$ cat src/rtl/hex_display_latch_pkg.sv
// Shared constants for the hex display latch: field widths and
// active-low gfedcba segment codes.
package hex_display_pkg;

    localparam int NIB_W = 4;
    localparam int SEG_W = 7;

    localparam logic [SEG_W-1:0] SEG_0     = 7'h40;
    localparam logic [SEG_W-1:0] SEG_1     = 7'h79;
    localparam logic [SEG_W-1:0] SEG_2     = 7'h24;
    localparam logic [SEG_W-1:0] SEG_3     = 7'h30;
    localparam logic [SEG_W-1:0] SEG_4     = 7'h19;
    localparam logic [SEG_W-1:0] SEG_5     = 7'h12;
    localparam logic [SEG_W-1:0] SEG_6     = 7'h02;
    localparam logic [SEG_W-1:0] SEG_7     = 7'h78;
    localparam logic [SEG_W-1:0] SEG_8     = 7'h00;
    localparam logic [SEG_W-1:0] SEG_9     = 7'h10;
    localparam logic [SEG_W-1:0] SEG_A     = 7'h08;
    localparam logic [SEG_W-1:0] SEG_B     = 7'h03;
    localparam logic [SEG_W-1:0] SEG_C     = 7'h46;
    localparam logic [SEG_W-1:0] SEG_D     = 7'h21;
    localparam logic [SEG_W-1:0] SEG_E     = 7'h06;
    localparam logic [SEG_W-1:0] SEG_F     = 7'h0E;
    localparam logic [SEG_W-1:0] SEG_BLANK = 7'h7F;

endpackage

$ cat src/rtl/hex_display_latch_if.sv
// Switch/key inputs and display outputs of the hex display latch.
// master drives the inputs, slave is the display controller.
interface hex_display_latch_if #(
    parameter int NUM_DIGITS = 8
);

    logic                      key_load_n;
    logic [4*NUM_DIGITS-1:0]   value_in;
    logic [NUM_DIGITS-1:0]     blink_mask;
    logic                      blank_lz;
    logic [7*NUM_DIGITS-1:0]   hex_seg;
    logic [4*NUM_DIGITS-1:0]   shown_value;
    logic                      load_pulse;
    logic                      heartbeat;

    modport master (
        output key_load_n, value_in, blink_mask, blank_lz,
        input  hex_seg, shown_value, load_pulse, heartbeat
    );

    modport slave (
        input  key_load_n, value_in, blink_mask, blank_lz,
        output hex_seg, shown_value, load_pulse, heartbeat
    );

endinterface

$ cat src/rtl/hex_seg_decoder.sv
// Combinational nibble to active-low seven-segment decode.
// Bit order of seg is {g,f,e,d,c,b,a}.
module hex_seg_decoder
    import hex_display_pkg::*;
(
    input  logic [NIB_W-1:0] nibble,
    output logic [SEG_W-1:0] seg
);

    always_comb begin
        seg = SEG_BLANK;
        unique case (nibble)
            4'h0: seg = SEG_0;
            4'h1: seg = SEG_1;
            4'h2: seg = SEG_2;
            4'h3: seg = SEG_3;
            4'h4: seg = SEG_4;
            4'h5: seg = SEG_5;
            4'h6: seg = SEG_6;
            4'h7: seg = SEG_7;
            4'h8: seg = SEG_8;
            4'h9: seg = SEG_9;
            4'hA: seg = SEG_A;
            4'hB: seg = SEG_B;
            4'hC: seg = SEG_C;
            4'hD: seg = SEG_D;
            4'hE: seg = SEG_E;
            4'hF: seg = SEG_F;
        endcase
    end

endmodule

$ cat src/rtl/hex_display_latch.sv
// N-digit seven-segment controller: debounced key latches value_in,
// digits support per-digit blinking and leading-zero blanking.
module hex_display_latch
    import hex_display_pkg::*;
#(
    parameter int NUM_DIGITS      = 8,
    parameter int PRESCALE_BITS   = 26,
    parameter int DEBOUNCE_CYCLES = 500000
) (
    input  logic          CLOCK_50,
    input  logic          RESET_N,
    hex_display_latch_if.slave bus
);

    localparam int DB_W = $clog2(DEBOUNCE_CYCLES);
    localparam logic [DB_W-1:0] DB_MAX = DB_W'(DEBOUNCE_CYCLES - 1);

    logic                          sync1, sync2;
    logic                          key_state;
    logic [DB_W-1:0]               db_cnt;
    logic                          db_hit;
    logic                          load_q;
    logic [PRESCALE_BITS-1:0]      presc;
    logic [NIB_W*NUM_DIGITS-1:0]   shown;
    logic [SEG_W*NUM_DIGITS-1:0]   seg_q, seg_nxt;
    logic [NUM_DIGITS-1:0][SEG_W-1:0] dec;
    logic                          zero_run;
    logic                          lz, blink;

    // Accept a level only after it has differed for DEBOUNCE_CYCLES cycles.
    assign db_hit = (sync2 != key_state) && (db_cnt == DB_MAX);

    always_ff @(posedge CLOCK_50 or negedge RESET_N) begin
        if (!RESET_N) begin
            sync1     <= 1'b1;
            sync2     <= 1'b1;
            key_state <= 1'b1;
            db_cnt    <= '0;
            load_q    <= 1'b0;
        end else begin
            sync1  <= bus.key_load_n;
            sync2  <= sync1;
            load_q <= db_hit & key_state;
            if (sync2 == key_state) begin
                db_cnt <= '0;
            end else if (db_hit) begin
                db_cnt    <= '0;
                key_state <= ~key_state;
            end else begin
                db_cnt <= db_cnt + 1'b1;
            end
        end
    end

    always_ff @(posedge CLOCK_50 or negedge RESET_N) begin
        if (!RESET_N) begin
            presc <= '0;
            shown <= '0;
            seg_q <= '1;
        end else begin
            presc <= presc + 1'b1;
            seg_q <= seg_nxt;
            if (load_q) shown <= bus.value_in;
        end
    end

    for (genvar i = 0; i < NUM_DIGITS; i++) begin : g_dec
        hex_seg_decoder u_dec (
            .nibble (shown[NIB_W*i +: NIB_W]),
            .seg    (dec[i])
        );
    end

    // Walk from the top digit down so zero_run means "this and all above are 0".
    always_comb begin
        seg_nxt  = '1;
        zero_run = 1'b1;
        lz       = 1'b0;
        blink    = 1'b0;
        for (int i = NUM_DIGITS - 1; i >= 0; i--) begin
            zero_run = zero_run & (shown[NIB_W*i +: NIB_W] == 4'h0);
            lz       = bus.blank_lz & zero_run & (i != 0);
            blink    = bus.blink_mask[i] & presc[PRESCALE_BITS-1];
            seg_nxt[SEG_W*i +: SEG_W] = (lz | blink) ? SEG_BLANK : dec[i];
        end
    end

    assign bus.hex_seg     = seg_q;
    assign bus.shown_value = shown;
    assign bus.load_pulse  = load_q;
    assign bus.heartbeat   = presc[PRESCALE_BITS-1];

endmodule

$ cat src/flat_wrapper.sv
// flat-port wrapper written by rule: the top's interface ports become plain ports
module hex_display_latch_flat import hex_display_pkg::*;
#(
    parameter int NUM_DIGITS      = 8,
    parameter int PRESCALE_BITS   = 26,
    parameter int DEBOUNCE_CYCLES = 500000
)
  (CLOCK_50, RESET_N, bus_key_load_n, bus_value_in, bus_blink_mask, bus_blank_lz, bus_hex_seg, bus_shown_value, bus_load_pulse, bus_heartbeat);
  hex_display_latch_if #(.NUM_DIGITS(NUM_DIGITS)) bus_i ();
  input  logic CLOCK_50;
  input  logic RESET_N;
  input wire logic [$bits(bus_i.key_load_n)-1:0] bus_key_load_n;
  input wire logic [$bits(bus_i.value_in)-1:0] bus_value_in;
  input wire logic [$bits(bus_i.blink_mask)-1:0] bus_blink_mask;
  input wire logic [$bits(bus_i.blank_lz)-1:0] bus_blank_lz;
  output wire logic [$bits(bus_i.hex_seg)-1:0] bus_hex_seg;
  output wire logic [$bits(bus_i.shown_value)-1:0] bus_shown_value;
  output wire logic [$bits(bus_i.load_pulse)-1:0] bus_load_pulse;
  output wire logic [$bits(bus_i.heartbeat)-1:0] bus_heartbeat;
  assign bus_i.key_load_n = bus_key_load_n;
  assign bus_i.value_in = bus_value_in;
  assign bus_i.blink_mask = bus_blink_mask;
  assign bus_i.blank_lz = bus_blank_lz;
  assign bus_hex_seg = bus_i.hex_seg;
  assign bus_shown_value = bus_i.shown_value;
  assign bus_load_pulse = bus_i.load_pulse;
  assign bus_heartbeat = bus_i.heartbeat;
  hex_display_latch #(.NUM_DIGITS(NUM_DIGITS), .PRESCALE_BITS(PRESCALE_BITS), .DEBOUNCE_CYCLES(DEBOUNCE_CYCLES)) u_core (.CLOCK_50(CLOCK_50), .RESET_N(RESET_N), .bus(bus_i));
endmodule
$ cat config.mk
export PLATFORM = sky130hd
export DESIGN_NAME = hex_display_latch_flat
export DESIGN_NICKNAME = d
export VERILOG_FILES = /design/src/rtl/hex_display_latch_pkg.sv /design/src/rtl/hex_display_latch_if.sv /design/src/rtl/hex_seg_decoder.sv /design/src/rtl/hex_display_latch.sv /design/src/flat_wrapper.sv
export SDC_FILE = /design/constraint.sdc
export NUM_CORES = 1
export LEC_CHECK = 0
export ABC_AREA = 0
export CORE_ASPECT_RATIO = 0.9
export CORE_UTILIZATION = 54
export CTS_BUF_LIST = sky130_fd_sc_hd__clkbuf_2 sky130_fd_sc_hd__clkbuf_4 sky130_fd_sc_hd__clkbuf_8
export DETAILED_ROUTE_END_ITERATION = 10
export PLACE_DENSITY = 0.82
export SYNTH_ARGS = -nofsm -noshare
export SYNTH_HDL_FRONTEND = slang
export SYNTH_SLANG_ARGS = --single-unit
export TNS_END_PERCENT = 5
$ cat constraint.sdc
create_clock -name CLOCK_50 -period 2.4 [get_ports CLOCK_50]
set_input_delay 0.6 -clock CLOCK_50 [delete_from_list [all_inputs] [get_ports CLOCK_50]]
set_output_delay 0.6 -clock CLOCK_50 [all_outputs]
set_load 0.01 [all_outputs]
Word level (Yosys, flattened, before mapping)
Memories as Yosys holds them, arrays and structs flattened. Index checks and enable logic that the tools add are counted.

Register bits: 137. Memory bits (read-only): 896. Input port bits: 44. Output and inout bits: 90. Word-level logic and storage cells: 71. Memories kept: 8.

Add/subtract/negate cells: 2. Eq/ne operators: 3. Mux-type cells: 10. Bitwise gates (word level): 31. Reduce and logical (&&, ||, !) cells: 9.

Memories: (name not given) (words 16, width 7, rd ports 1, clocked after Yosys merged registers in 0, write ports 0, RTL line hex_seg_decoder.sv:12) `unique case (nibble)`; (name not given) (words 16, width 7, rd ports 1, clocked after Yosys merged registers in 0, write ports 0, RTL line hex_seg_decoder.sv:12); (name not given) (words 16, width 7, rd ports 1, clocked after Yosys merged registers in 0, write ports 0, RTL line hex_seg_decoder.sv:12); (name not given) (words 16, width 7, rd ports 1, clocked after Yosys merged registers in 0, write ports 0, RTL line hex_seg_decoder.sv:12); (name not given) (words 16, width 7, rd ports 1, clocked after Yosys merged registers in 0, write ports 0, RTL line hex_seg_decoder.sv:12); (name not given) (words 16, width 7, rd ports 1, clocked after Yosys merged registers in 0, write ports 0, RTL line hex_seg_decoder.sv:12); 2 more memories.

Operator list (count): 2-to-1 mux 7 bit (8); 2-to-1 mux 19 bit (2); zero test 4 bit (7); adder 26 x 1 -> 26 bit, second input constant (1); AND 1 bit (22); adder 19 x 1 -> 19 bit, second input constant (1); == test 19 bit, second input constant (1); OR 1 bit (7); inverter 1 bit (2); AND reduction 2 bit (1); == test 1 bit (1); logical AND 1 bit (1); != test 1 bit (1).

Depth between registers and ports, before layout
Gate-level depths: netlist of run 1.

Word-level depth: 10. Gate-level depth with buffers: 6. Depth with buffers taken out: 6.

Cells and area by module
Synthesis of run 1 repeated with hierarchy kept, for this count alone.

Cells, all modules: 683. Area total of the unflattened synthesis: 7668.6 sq um.

Modules (own cells, without submodules): hex_display_latch (times used 1, cells an instance 427, area each 5466.5 sq um, seq. area each 3502.1 sq um); hex_seg_decoder (times used 8, cells an instance 32, area each 275.3 sq um, seq. area each 0.0 sq um).

Least setup slack after synthesis of run 1
Ideal clock, no wire load.

Kind: register to register. Start point: register u_core.shown[20] (netlist: u_core.bus.shown_value[20]). End point: register u_core.seg_q[11] (netlist: u_core.bus.hex_seg[11]). Setup time: 0.083 ns. Arrival: 2.033 ns. Data required time: 2.317 ns. Path slack: 0.284 ns. Cell stages (with the launch flop): 7. Path buffers: 0. Clock period less this slack: 2.116 ns. Cell sequence: dfrtp_1 -> inv_1 -> ha_1 -> or3b_2 -> nor4bb_1 -> nand4_1 -> o211ai_1.

Word-level cells in the longest chain between the ends: 9.

RTL lines: start, declared (RTL line hex_display_latch.sv:24) `logic [NIB_W*NUM_DIGITS-1:0] shown;`; start signal, assigned (RTL line hex_display_latch.sv:63) `if (load_q) shown <= bus.value_in;`; zero test 4 bit (RTL line hex_display_latch.sv:81) `zero_run = zero_run & (shown[NIB_W*i +: NIB_W] == 4'h0);`; AND 1 bit (5 in series) (RTL line hex_display_latch.sv:81); AND 1 bit (RTL line hex_display_latch.sv:82) `lz = bus.blank_lz & zero_run & (i != 0);`; OR 1 bit (RTL line hex_display_latch.sv:84) `seg_nxt[SEG_W*i +: SEG_W] = (lz | blink) ? SEG_BLANK : dec[i];`; 2-to-1 mux 7 bit (RTL line hex_display_latch.sv:84); named net u_core.seg_nxt[11] (RTL line hex_display_latch.sv:25) `logic [SEG_W*NUM_DIGITS-1:0] seg_q, seg_nxt;`; end signal, assigned (RTL line hex_display_latch.sv:62) `seg_q <= seg_nxt;`; end, declared (RTL line hex_display_latch.sv:25).

The timed path passes the listed nets, and every way through them passes these cells. A chain may end at the register's enable or synchronous reset.

Worst setup path in the final report of run 1
Start point: register u_core.shown[11] (netlist: u_core.bus.shown_value[11]). End point: output port bus_shown_value[11].

RTL lines: end, declared (RTL line flat_wrapper.sv:17) `output wire logic [$bits(bus_i.shown_value)-1:0] bus_shown_value;`.

No word-level cell between the ends.

==> summary.txt, run 1 <==
Status
  • Status: finished, final reports clean

Global route
  • Vias in the first global route: about 5.3k
  • GRT Total Usage: 0.2473
  • Global-route wire length before repair: 25.59 mm
  • Initial antenna violation count: 0
  • Total grt overflow: 0
  • Largest net degree at the start of global routing: 92

Run
  • Max-cap viol count: 0

Power
  • Leak Pwr: 3.850 nW
  • Register share of total power: 0.515
  • Power per Cell Area: 494.8 mW/mm^2
  • Sw frac: 0.1986
  • Peak supply drop: 0.2813 mV
  • Clk pwr share: 0.454
  • Net switching power: between 0.8 and 0.9 mW
  • Combinational share of power: 0.031
  • Int Power: between 3 and 4 mW
  • Overall power: approximately 4.5 mW

Setup path
  • Data required, critical path: about 1.8 ns
  • Family with the most delay on the worst path: flip-flops
  • FF-to-FF Start: u_core.bus.shown_value[12]
  • CP Class: flop to primary output
  • Type of origin of the critical path: flop
  • Worst setup EP type: primary output
  • Worst-path cell chain: clkdlybuf4s50_1
  • Delay of the slowest cell on the worst path: 0.62 ns
  • CP max stage cell: dfrtp_1
  • Data arrival, critical path: 1.67 ns
  • Worst Setup SP: u_core.bus.shown_value[11]
  • Largest fanout on the critical path: 16
  • Number of buffers and inverters on the critical path: 1

Synth
  • Syn Area/Cell: 10.53 um^2
  • Net Count, Synth: 756
  • Yosys warns: 0
  • Syn Inst Count: approximately 670
  • Ys flop type: dfrtp_1
  • Distinct cells, synth: 54
  • Compound-gate portion of the synthesized area: 0.1279
  • XOR/XNOR share of the synthesized area: 0.04731
  • Mux share of post-synthesis cell area: 0.05265
  • Number of flops mapped to enable cells by yosys: 0
  • Post-Syn Area: 0.007034 mm^2
  • Dominant cell type by area after synthesis: dfrtp_1
  • Synth top area share: 0.2775
  • Post-synthesis adder-cell area fraction: 0.07826
  • Post-Synth Simple-Gate Area: 0.1613
  • Synth async-reset ratio: 1.000
  • Register bit total from synthesis: 137
  • Ranking of synthesized cells by area: dfrtp_1, dfstp_2, ha_1
  • Post-synthesis sequential area ratio: 0.4979
  • Main combinational cell family by area after synthesis: simple AND/OR/NAND/NOR gates

Drt
  • Final ANT Viol Nets: 0
  • DRT iter0 DRCs: 640
  • First drt pass iteration count: 5
  • Vias per inst: 5.597
  • Final WL: 15.65 mm
  • Remaining DRCs: 0
  • Post-DR wirelength/cell: approximately 16 um
  • DR vias: 5563

Clock network
  • Clock-pin slew on the worst setup and hold paths: 0.07 ns
  • Max Root-Sink Buffers: 2
  • Post-CTS Setup Repair Bufs: 0
  • Sink Count: about 140
  • Htree depth: 4
  • CTS tree: yes
  • Clock Latency Late Sink: roughly 0.44 ns
  • Root Buffer: clkbuf_8
  • CTS buffer count: 17

Floorplan
  • Total core area: 0.01269 mm^2
  • Initial core utilization: 0.5544
  • Row count: 39
  • Die Area: 0.01349 mm^2
  • Die Ht: roughly 110 um
  • I/O Pins: approximately 130
  • Die width: 122.3 um

STA
  • Final setup fails: 0
  • Hold Fails Final Rpt: 0
  • TNS Setup: 0 ns
  • Minimum clock period: 2.272 ns
  • Worst Skew: 0.008906 ns
  • Slew Viols, Final: 0
  • Fin worst setup slack: 0.1281 ns
  • Max Freq: 440.2 MHz
  • Post-route clock period utilization: 0.9466
  • RSZ-0062 raised after global routing: no
  • Tightest Pin Transition: 0.7617 ns
  • Slew margin rel.: 0.4880

Finish
  • Diode count: 0
  • Non-filler cells, final: 994
  • Commonest non-fill, non-tap cell in the layout: clkdlybuf4s50_1
  • Final-stage net count: around 910
  • Design Area, Final: 0.009135 mm^2
  • Commonest cells after routing, fill and taps aside: clkdlybuf4s50_1, nand2_1, dfrtp_1, dfstp_2, o211ai_1
  • Layout Area Growth over Synthesis: 29.86%
  • Final-layout fill cell count: 885
  • Share of post-route cells with drive strength above 1: 0.1880

Placed design
  • Post-DP HPWL: about 11 mm
  • Gpl congestion: 0.9612
  • Placed cell areas: 0.008661 mm^2
  • Worst slack at placement: 0.04576 ns
  • # placed instances: a little under 1k
  • Number of port buffers: 133

Min path
  • Min-Delay Startpoint: u_core.sync1
  • Min-Delay Path Class: flop to flop
-- per-stage QoR --
| stage | hold WS [ns] | util |
|---|---|---|
| final | 0.3631 | 0.7200 |
| after CTS | 0.3641 | 0.7187 |
| after detailed placement | 0.3539 | 0.6826 |
| after global placement | 0.3492 | 0.6826 |
| after global routing | 0.3686 | 0.7200 |
| after floorplan | 0.3044 | - |
-- registers in the layout, indices dropped and copies added (netlist names) --
register,count
u_core.bus.hex_seg,56
u_core.sync2,1
u_core.sync1,1
u_core.bus.load_pulse,1
u_core.key_state,1
u_core.db_cnt,19
u_core.presc,26
u_core.bus.shown_value,32
-- logic make-up after synthesis --
kind of cell             after synthesis
XOR/XNOR                              38
AO/OA/AOI/OAI                        136
buffers and inverters                 61
multiplexers                          32
flip-flops                           137
AND/OR/NAND/NOR                      220
adder cells (fa/ha/maj)               44
-- final timing paths --
| path | endpoint | slack (ns) | cells past startpoint |
|---|---|---|---|
| setup / recovery | bus_shown_value[11] | 0.13 | 1 |
| hold / removal | u_core.sync2 | 0.36 | 0 |
| setup reg to reg | u_core.bus.hex_seg[12] | 0.18 | 6 |
| hold reg to reg | u_core.sync2 | 0.36 | 0 |
| max in group asynchronous | u_core.bus.hex_seg[2] | 1.17 | 3 |
| min in group asynchronous | u_core.bus.shown_value[10] | 0.52 | 2 |
-- final cells by class --
type / count / area [um^2] / share of cell area
sequential: 137 / 3505 / 0.3836
multi-input combinational: 470 / 3303 / 0.3616
timing repair buffer: 163 / 1569 / 0.1718
clock buffer: 25 / 337.8 / 0.03698
tap: 164 / 205.2 / 0.02246
clock inverter: 7 / 110.1 / 0.01205
inverter: 28 / 105.1 / 0.01151
-- power by group through the flow --
stage	clock, mW	combinational, mW	sequential (mW)
3_5_place_dp	0	0.140	2.37
5_1_grt	2.20	0.154	2.33
2_1_floorplan	0	0.0146	2.37
4_1_cts	2.09	0.143	2.33
6_report	2.05	0.139	2.33
3_3_place_gp	0	0.138	2.37
-- cells in the mapped netlist (12+ instances only) --
library cell,instances
dfrtp_1,78
nand2_1,77
dfstp_2,59
o211ai_1,49
ha_1,44
o21ai_0,35
xnor2_1,32
clkbuf_1,29
nor2_1,29
nand3_1,28
inv_1,27
a21oi_1,20
mux2_2,20
nand2b_1,16
nand4_1,14
o21a_1,12
-- routing by layer --
layer  GRT usage  vias up  wire (um)
met5           0        -          0
met2      0.4041      189       7545
met3     0.04938       21        891
met4     0.09321        0        232
li1            -     2659          -
met1      0.3269     2694       6980
-- repair_timing --
item	CTS	global route
hold endpoints to repair	2	0
resized for setup	0	4
setup endpoints to repair	0	8
hold buffers	1	0
(Power assumes the default switching activity.)
==> run 2, diff against run 1 <==
- TNS_END_PERCENT: 5 -> unset
==> summary.txt, run 2 (same netlist as run 1, synthesis figures left out) <==
Finish
  • Diode count: 0
  • Commonest non-fill, non-tap cell in the layout: clkdlybuf4s50_1
  • Share of post-route cells with drive strength above 1: 0.1880
  • Commonest cells after routing, fill and taps aside: clkdlybuf4s50_1, nand2_1, dfrtp_1, dfstp_2, o211ai_1
  • Final-stage net count: 905
  • Layout Area Growth over Synthesis: 29.86%
  • Largest register FFs: 56

Global route
  • Global-route wire length before repair: 25.59 mm
  • Largest net degree at the start of global routing: 92
  • Vias in the first global route: 5303
  • Total grt overflow: 0
  • GRT Total Usage: 0.2473
  • Initial antenna violation count: 0

Setup path
  • CP max stage cell: dfrtp_1
  • Worst reg-to-reg setup slack: 0.19 ns
  • FF-to-FF End: u_core.bus.hex_seg[12]
  • Worst-path cell chain: clkdlybuf4s50_1
  • Data arrival, critical path: roughly 1.7 ns
  • Worst setup EP type: primary output
  • CP Class: flop to primary output
  • Type of origin of the critical path: flop
  • Number of buffers and inverters on the critical path: 1
  • CP endpoint: bus_shown_value[11]
  • Data required, critical path: 1.80 ns
  • Largest fanout on the critical path: 16
  • Delay of the slowest cell on the worst path: 0.62 ns
  • FF-to-FF Start: u_core.bus.shown_value[12]
  • Worst Setup SP: u_core.bus.shown_value[11]
  • Worst r2r path cells: 6
  • WP depth: 1
  • Family with the most delay on the worst path: flip-flops

Clock network
  • Sink Count: 137
  • CTS buffer count: 17
  • Htree depth: 4
  • CTS tree: yes
  • Clock Latency Late Sink: 0.43 ns
  • Root Buffer: clkbuf_8
  • Post-CTS Setup Repair Bufs: 0
  • Max Root-Sink Buffers: 2
  • Clock-pin slew on the worst setup and hold paths: 0.07 ns

STA
  • RSZ-0062 raised after global routing: no
  • Slew Viols, Final: 0
  • Max Freq: 440.2 MHz
  • Worst Skew: 0.009068 ns
  • Fin Hold WS: 0.3631 ns
  • Minimum clock period: roughly 2.3 ns
  • Post-route clock period utilization: 0.9466
  • Final setup fails: 0
  • Hold Fails Final Rpt: 0
  • TNS Setup: 0 ns
  • Slew margin rel.: 0.4880
  • Tightest Pin Transition: 0.7617 ns

Drt
  • Vias per inst: 5.605
  • Final WL: 15.65 mm
  • DRT iter0 DRCs: 640
  • Post-DR wirelength/cell: between 15 and 20 um
  • Highest metal used: met4
  • Remaining DRCs: 0
  • WL met3: 877 um
  • First drt pass iteration count: 5
  • Routed wl met2: 7.520 mm
  • Final ANT Viol Nets: 0
  • M1 WL: 7.009 mm
  • DR vias: roughly 5.6k

Min path
  • Min-Delay Path Class: flop to flop
  • Min-Delay Startpoint: u_core.sync1

Floorplan
  • Total core area: roughly 0.013 mm^2
  • Die Area: 0.01349 mm^2
  • Die Ht: 110.3 um
  • Initial core utilization: 0.5544
  • I/O Pins: 134
  • Row count: 39
  • Die width: 122.3 um

Power
  • Peak supply drop: 0.2813 mV
  • Power per Cell Area: 494.7 mW/mm^2
  • Leak Pwr: 3.850 nW

Placed design
  • Number of port buffers: 133
  • Post-DP HPWL: about 11 mm
  • Gpl congestion: 0.9612

Status
  • Status: finished, final reports clean

Run
  • Max-cap viol count: 0
## run 2: cell types whose count changed in the layout (fill, tap and decap cells not counted)
cell	change
o21ai_1	-1
o21ai_0	+1
## run 2: worst min path at each step
stage | slack [ns] | cells after the start | endpoint
floorplan | 0.30 | 0 | u_core.bus.load_pulse
global placement | 0.35 | 0 | u_core.sync2
detailed placement | 0.35 | 0 | u_core.sync2
CTS | 0.36 | 0 | u_core.sync2
global route | 0.37 | 0 | u_core.sync2
finish | 0.36 | 0 | u_core.sync2
## run 2: metrics by stage
| stage | power [mW] | cells | worst slack (ns) | utilization | instance area (um^2) |
|---|---|---|---|---|---|
| after global placement | 2.504 | 961 | 0.07184 | 0.6826 | 8661 |
| after floorplan | 2.380 | 668 | 0.2845 | - | 7034 |
| after global routing | 4.677 | 994 | 0.0007201 | 0.7200 | 9135 |
| final | 4.519 | 994 | 0.1282 | 0.7200 | 9135 |
| after CTS | 4.565 | 994 | 0.05101 | 0.7187 | 9119 |
| after detailed placement | 2.507 | 961 | 0.04576 | 0.6826 | 8661 |
## run 2: metal layers
metal  track usage  vias up
met5             0        -
met4       0.09321        0
met3       0.04938       21
met2        0.4041      185
met1        0.3269     2709
li1              -     2656
## run 2: layout make-up
type / instances / area [um^2]
Sequential cell: 137 / 3505
Clock inverter: 7 / 110.1
Fill cell: 885 / 3552
Inverter: 28 / 105.1
Timing Repair Buffer: 163 / 1569
Tap cell: 164 / 205.2
Multi-Input combinational cell: 470 / 3303
Clock buffer: 25 / 337.8
## run 2: repair_timing
action                                  CTS  global route
endpoints found under the setup margin    0             8
endpoints found under the hold margin     2             0
resized for setup                         0             3
hold buffers                              1             0
## run 2: power breakdown
part,switching [mW],internal [mW]
Clock,0.823,1.23
Combinational,0.0663,0.0728
Sequential,0.00690,2.32
==> run 3, diff against run 2 <==
- CTS_CLUSTER_SIZE: unset -> 14
==> results of run 3 <==
The final DEF is identical to that of run 2; final timing and power are the same.
